$ cat src/rtl/hazard_forward_unit.sv
`default_nettype none
// ============================================================================
// Module : hazard_forward_unit
// Desc   : Decode-stage load-use stall, pipeline flush and registered
//          EX-stage forwarding-select controller.
// Rev    : 1.0  initial release
// ============================================================================
module hazard_forward_unit #(
  parameter int CNT_W  = 16,
  parameter int RA_REG = 31
) (
  input  logic             clk,
  input  logic             rst,
  input  logic             id_valid,
  input  logic [4:0]       rs,
  input  logic [4:0]       rt,
  input  logic [4:0]       rd,
  input  logic [1:0]       how_many_ops,
  input  logic [1:0]       op1_src,
  input  logic [1:0]       op2_src,
  input  logic             reg_write,
  input  logic [1:0]       reg_dest,
  input  logic             load_signal,
  input  logic [1:0]       jump,
  input  logic             ex_redirect,
  output logic             stall,
  output logic             flush_ifid,
  output logic             flush_idex,
  output logic [1:0]       fwd_a_sel,
  output logic [1:0]       fwd_b_sel,
  output logic [CNT_W-1:0] stall_count
);

  localparam logic [1:0]       c_fwd_none  = 2'b00;
  localparam logic [1:0]       c_fwd_exmem = 2'b01;
  localparam logic [1:0]       c_fwd_memwb = 2'b10;
  localparam logic [4:0]       c_ra_reg    = 5'(RA_REG);
  localparam logic [CNT_W-1:0] c_cnt_max   = '1;

  // Only EX and MEM producers are held: a WB producer never changes a select
  // because the register file writes before it is read.
  logic             r_ex_valid;
  logic [4:0]       r_ex_dst;
  logic             r_ex_load;
  logic             r_mem_valid;
  logic [4:0]       r_mem_dst;
  logic [1:0]       r_fwd_a;
  logic [1:0]       r_fwd_b;
  logic [CNT_W-1:0] r_stall_count;

  logic       w_src1_used;
  logic       w_src2_used;
  logic [4:0] w_src1;
  logic [4:0] w_src2;
  logic [4:0] w_dst;
  logic       w_record;
  logic       w_a_ex;
  logic       w_a_mem;
  logic       w_b_ex;
  logic       w_b_mem;
  logic       w_stall;
  logic       w_enter;
  logic [1:0] w_a_sel;
  logic [1:0] w_b_sel;

  function automatic logic hit(input logic used, input logic [4:0] src,
                               input logic slot_valid, input logic [4:0] slot_dst);
    return used && (src != 5'd0) && slot_valid && (src == slot_dst);
  endfunction

  always_comb begin
    w_src1_used = (how_many_ops != 2'd0);
    w_src2_used = (how_many_ops == 2'd2);
    w_src1      = (op1_src == 2'b01) ? rt : rs;
    w_src2      = (op2_src == 2'b10) ? rd : rt;

    w_dst = 5'd0;
    case (reg_dest)
      2'b00:   w_dst = rt;
      2'b01:   w_dst = rd;
      2'b10:   w_dst = c_ra_reg;
      default: w_dst = 5'd0;
    endcase
    w_record = reg_write && (w_dst != 5'd0);

    w_a_ex  = hit(w_src1_used, w_src1, r_ex_valid,  r_ex_dst);
    w_a_mem = hit(w_src1_used, w_src1, r_mem_valid, r_mem_dst);
    w_b_ex  = hit(w_src2_used, w_src2, r_ex_valid,  r_ex_dst);
    w_b_mem = hit(w_src2_used, w_src2, r_mem_valid, r_mem_dst);

    w_stall = id_valid && r_ex_load && (w_a_ex || w_b_ex) && !ex_redirect;
    w_enter = id_valid && !w_stall && !ex_redirect;

    // An EX-slot match at capture time is never a load (that case stalls).
    w_a_sel = w_a_ex ? c_fwd_exmem : (w_a_mem ? c_fwd_memwb : c_fwd_none);
    w_b_sel = w_b_ex ? c_fwd_exmem : (w_b_mem ? c_fwd_memwb : c_fwd_none);
  end

  always_ff @(posedge clk or posedge rst) begin
    if (rst) begin
      r_ex_valid    <= 1'b0;
      r_ex_dst      <= 5'd0;
      r_ex_load     <= 1'b0;
      r_mem_valid   <= 1'b0;
      r_mem_dst     <= 5'd0;
      r_fwd_a       <= c_fwd_none;
      r_fwd_b       <= c_fwd_none;
      r_stall_count <= '0;
    end else begin
      r_mem_valid <= r_ex_valid;
      r_mem_dst   <= r_ex_dst;
      if (w_enter) begin
        r_ex_valid <= w_record;
        r_ex_dst   <= w_dst;
        r_ex_load  <= w_record && load_signal;
        r_fwd_a    <= w_a_sel;
        r_fwd_b    <= w_b_sel;
      end else begin
        r_ex_valid <= 1'b0;
        r_ex_dst   <= 5'd0;
        r_ex_load  <= 1'b0;
        r_fwd_a    <= c_fwd_none;
        r_fwd_b    <= c_fwd_none;
      end
      if (w_stall && (r_stall_count != c_cnt_max)) begin
        r_stall_count <= r_stall_count + 1'b1;
      end
    end
  end

  assign stall       = w_stall;
  assign flush_idex  = ex_redirect;
  assign flush_ifid  = ex_redirect || ((jump == 2'b01) && id_valid && !w_stall);
  assign fwd_a_sel   = r_fwd_a;
  assign fwd_b_sel   = r_fwd_b;
  assign stall_count = r_stall_count;

endmodule
`default_nettype wire

$ cat config.mk
export PLATFORM = sky130hd
export DESIGN_NAME = hazard_forward_unit
export DESIGN_NICKNAME = d
export VERILOG_FILES = /design/src/rtl/hazard_forward_unit.sv
export SDC_FILE = /design/constraint.sdc
export NUM_CORES = 1
export LEC_CHECK = 0
export CAP_MARGIN = 25
export CORE_UTILIZATION = 45
export CTS_BUF_LIST = sky130_fd_sc_hd__clkbuf_8
export DETAILED_ROUTE_END_ITERATION = 10
export GPL_TIMING_DRIVEN = 0
export PLACE_DENSITY_LB_ADDON = 0.25
export SETUP_SLACK_MARGIN = 0.02
export SLEW_MARGIN = 20
export SYNTH_ARGS = -nofsm -noshare
export SYNTH_HDL_FRONTEND = slang
export SYNTH_SLANG_ARGS = --single-unit
$ cat constraint.sdc
create_clock -name clk -period 3.8 [get_ports clk]
set_input_delay 0.57 -clock clk [delete_from_list [all_inputs] [get_ports clk]]
set_output_delay 0.57 -clock clk [all_outputs]
set_load 0.005 [all_outputs]
# ---- After elaboration in Yosys (flattened, before gate mapping)
# Cells that the tools add are included.
dict set report word_totals {
  regBits 33
  in_bits 31
  output_inout_bits 23
}
dict set report classes {
  n_addsub 1
  eq_ne 11
  mux 12
  n_reduce_logical 29
}
# operator n
set ops {}
lappend ops {{$eq A5 B5 Y1} 4}
lappend ops {{$logic_and A1 B1 Y1} 20}
lappend ops {{$add A16 B1 Y16 const B} 1}
lappend ops {{$ne A16 B16 Y1 const B} 1}
lappend ops {{$mux W5} 3}
lappend ops {{$pmux W5 S3} 1}
lappend ops {{$reduce_bool A5 Y1} 3}
lappend ops {{$mux W2} 6}
lappend ops {{$eq A2 B1 Y1 const B} 3}
lappend ops {{$eq A2 B2 Y1 const B} 3}
lappend ops {{$logic_not A1 Y1} 2}
lappend ops {{$logic_not A2 Y1} 1}
lappend ops {{$logic_or A1 B1 Y1} 2}
lappend ops {{$mux W1} 2}
lappend ops {{$reduce_bool A2 Y1} 1}

# ---- Depth between registers and ports, before layout
dict set report logic_depth {
  ltp_word 13
  depth_mapped 9
  depth_no_buf 7
}

# ---- Worst setup path after synthesis
# No wires, ideal clock.
dict set report synth_timing {
  path_kind {input to output}
  start {in op2_src[1]}
  end {out flush_ifid}
  arrival_ns 2.215
  slack_ns 1.015
  stages 7
  path_cell_list {nor2b_1 -> buf_6 -> a2111oi_1 -> a21oi_1 -> nor4_4 -> o21a_1 -> o31ai_1}
}
dict set report synth_between {
  elab_chain_len 12
  elab_cells_between_ends 13
}
# item line_no
set synth_rtl {}
lappend synth_rtl {{start: declaration} 20} ;# input logic [1:0] op2_src,
lappend synth_rtl {{$eq A2 B2 Y1 *} 75} ;# w_src2 = (op2_src == 2'b10) ? rd : rt;
lappend synth_rtl {{$mux W5 *} 75}
lappend synth_rtl {{$reduce_bool A5 Y1} 68} ;# return used && (src != 5'd0) && slot_valid && (src == slot_dst);
lappend synth_rtl {{$logic_and A1 B1 Y1 (2 in a row)} 68}
lappend synth_rtl {{$logic_and A1 B1 Y1 *} 68}
lappend synth_rtl {{$logic_or A1 B1 Y1 *} 91} ;# w_stall = id_valid && r_ex_load && (w_a_ex || w_b_ex) && !ex_redirect;
lappend synth_rtl {{$logic_and A1 B1 Y1 * (2 in a row)} 91}
lappend synth_rtl {{$logic_not A1 Y1 *} 133} ;# assign flush_ifid = ex_redirect || ((jump == 2'b01) && id_valid && !w_stall);
lappend synth_rtl {{$logic_and A1 B1 Y1 *} 133}
lappend synth_rtl {{$logic_or A1 B1 Y1 *} 133}
lappend synth_rtl {{end: declaration} 27} ;# output logic flush_ifid,
# Every way passes the cells marked *; elsewhere a longest branch is shown, timed or not.

# ---- Worst setup path after layout
# Ends and elaborated chain as after synthesis.

==> flow_summary.json <==
{
  "clock_path_buffers": 2,
  "io_pins": 54,
  "synth_cells": 211,
  "seqPwrFrac_pct": 43.5,
  "p_clk_share_pct": 41.4,
  "hp-class": "reg2reg",
  "max_stage_delay_ns": 0.54,
  "nets": 304,
  "switching_share_pct": 24.65,
  "ant_nets": 0,
  "ys_seq_elements": 33,
  "status": "finished clean",
  "worstSetupEndpointType": "output pin",
  "relSlewSlack_pct": 55.96,
  "yosysTopAreaCellShare_pct": 39.50,
  "gp_congestion": 0.8335,
  "drive_above_1_share_pct": 14.29,
  "portBuffers": 52,
  "cts_tree": "yes",
  "cp_max_fo": 10,
  "avgSynthCellArea_sq_um": 9.909,
  "design.core.area_sq_um": 4414,
  "synth_edf_count": 0,
  "worstSetupStartpointType": "primary input",
  "finalMaxSlewViolations": 0,
  "ir_drop_mv": 0.1872,
  "tightest_slew_ns": 0.6597,
  "worstSetupPathType": "in2out",
  "drt_iter0_drc": 217,
  "syn-num-nets": 243,
  "grt_antenna_before_repair": 0,
  "numCtsBuffers": 5,
  "max_freq_mhz": 274.0,
  "crit_chain": "clkdlybuf4s50_1, nor2b_1, buf_6, mux2_2, o21ai_4, nor4_4, o21a_2, o31ai_1, clkdlybuf4s50_1",
  "grt_pass1_vias": 1806,
  "synth_area_leaders": "dfrtp_1 39%, xnor2_1 8.4%, xor2_1 5.0%, mux2i_1 4.3%, o211ai_2 3.0%",
  "pwr-share-comb_pct": 15.0,
  "routed_wirelength_um": 5211,
  "die_x_um": 70.16,
  "synth_cell_type_count": 50,
  "yosysSeqAreaShare_pct": 39.50,
  "finalCritPeriodShare_pct": 96.03,
  "num_antenna_cells": 0,
  "grt_pass1_wl_um": 8714,
  "cts-root-buf": "clkbuf_8",
  "crit_buf_inv": 3,
  "cp_top_family": "buffers and inverters",
  "syn_area_sq_um": 2091,
  "yosysMostFrequentCell": "dfrtp_1",
  "cts_sinks": 33,
  "num_rows": 24,
  "routed-via-count": 1837,
  "clock_skew_ns": 0.005824,
  "crit_top_cell": "clkdlybuf4s50_1",
  "synth_flop_cell": "dfrtp_1",
  "dieArea_sq_um": 4922,
  "post-route-util_pct": 64.85,
  "dr.pass1.iters": 4,
  "grt_max_degree": 34,
  "final_area_sq_um": 2863,
  "drv_cap": 0,
  "cp_slowest_cell": "clkdlybuf4s50_1",
  "die_h_um": 70.16,
  "grtUsageTotal_pct": 22.73,
  "start_util_pct": 47.36,
  "fin_crit_ns": 3.649,
  "hold_path.startpoint": "stall_count[8]",
  "overflow": 0,
  "dpl.hpwl_um": 3723,
  "yosysTopAreaCell": "dfrtp_1",
  "placed_area_sq_um": 2676,
  "power_density_nw_per_um2": 293.6,
  "finalHoldViolCount": 0,
  "async_flop_share_pct": 100.0,
  "worstPathArrival_ns": 3.08,
  "rsz0062_at_grt": "yes",
  "ys_warn_count": 0,
  "clk_pin_slew_worst_paths_ns": 0.07,
  "timing.critical_path.from": "op2_src[1]",
  "reg2reg_from": "r_ex_dst[2]",
  "clk_latency_ns": 0.29,
  "routed_via_density": 5.652,
  "p_sw_uw": 207.2,
  "synth_common_cells": "33 x dfrtp_1, 20 x xnor2_1, 13 x nor2_1",
  "drc_errors": 0,
  "h-tree-depth": 2,
  "finalSetupViolCount": 0,
  "tns_ns": 0,
  "wire_per_inst_um": 16.03,
  "area_delta_synth_final_pct": 36.92,
  "cp.required_ns": 3.23,
  "p_leak_uw": 0.001231,
  "p_int_uw": 633.3,
  "power_uw": 840.5
}
-- flip-flops by register name, indices dropped and copies added, names as in the netlist --
| register | count |
|---|---|
| r_mem_dst | 5 |
| r_ex_valid | 1 |
| r_ex_dst | 5 |
| r_ex_load | 1 |
| r_mem_valid | 1 |
| fwd_a_sel | 2 |
| fwd_b_sel | 2 |
| stall_count | 16 |
-- cell type report --
| type | instances | area (sq um) |
|---|---|---|
| Inverter | 8 | 30.03 |
| Buffer | 8 | 65.06 |
| Fill cell | 365 | 1551 |
| Sequential cell | 33 | 825.8 |
| Clock inverter | 2 | 37.54 |
| Tap cell | 52 | 65.06 |
| Timing Repair Buffer | 54 | 539.3 |
| Multi-Input combinational cell | 162 | 1217 |
| Clock buffer | 6 | 82.58 |
-- power groups by stage --
stage                     Sequential [uW]  Clock [uW]  Combinational, uW
after floorplan                       369           0               64.5
after CTS                             365         355                123
final                                 366         348                126
after global routing                  366         373                138
after global placement                372           0                118
after detailed placement              372           0                120
-- final timing paths --
| kind | endpoint | slack [ns] | cells after the start |
|---|---|---|---|
| hold / removal | stall_count[8] | 0.49 | 1 |
| min in group asynchronous | stall_count[11] | 0.70 | 2 |
| setup / recovery | flush_ifid | 0.15 | 9 |
| setup reg to reg | stall_count[1] | 1.49 | 7 |
| max in group asynchronous | r_mem_dst[2] | 2.67 | 2 |
| hold reg to reg | stall_count[8] | 0.49 | 1 |
-- kinds of logic after synthesis --
| group | count (synthesis) | synth area share [%] |
|---|---|---|
| buf+inv | 16 | 4.010 |
| xor+xnor | 32 | 13.41 |
| simple gates | 75 | 20.35 |
| mux | 11 | 5.386 |
| flops | 33 | 39.50 |
| fa+ha+maj | 1 | 0.5983 |
| compound gates | 43 | 16.76 |
-- layer usage --
layer,up-vias,track usage [%],routed length (um)
li1,896,-,-
met1,870,33.71,2530
met2,64,33.76,2311
met3,7,3.752,305
met4,0,7.333,63
met5,-,0,0
-- metrics by stage --
| stage | setup slack (ns) | instances | hold slack, ns |
|---|---|---|---|
| detailed placement | -0.2600 | 315 | 0.4322 |
| floorplan | 1.015 | 211 | 0.3708 |
| global placement | -0.2841 | 315 | 0.4401 |
| finish | 0.1508 | 325 | 0.4903 |
| global route | 0.01587 | 325 | 0.4995 |
| CTS | 0.05330 | 325 | 0.4568 |
-- layout by cell type (no fill, tap or decap), types with 6 or more instances in the layout --
cell             netlist  final
and3_1                 8      8
clkbuf_8               0      6
clkdlybuf4s50_1        0     49
dfrtp_1               33     33
inv_1                  8      7
mux2i_1                9      7
nand2_1               12     12
nand3_1                6      6
nor2_1                13     13
nor2b_1                7      6
nor3_1                10     10
o2111ai_1              7      7
o21ai_0                6      6
xnor2_1               20     20
xor2_1                12     12
-- timing repair --
item / 4_1_cts / 5_1_grt
gates resized for setup: 6 / 11
pin swaps: 1 / 2
buffers inserted: 2 / 0
hold buffers: 0 / 0
endpoints found under the setup margin: 2 / 2
cloned: 0 / 0
Note: power is estimated with default switching activity, not from simulation.
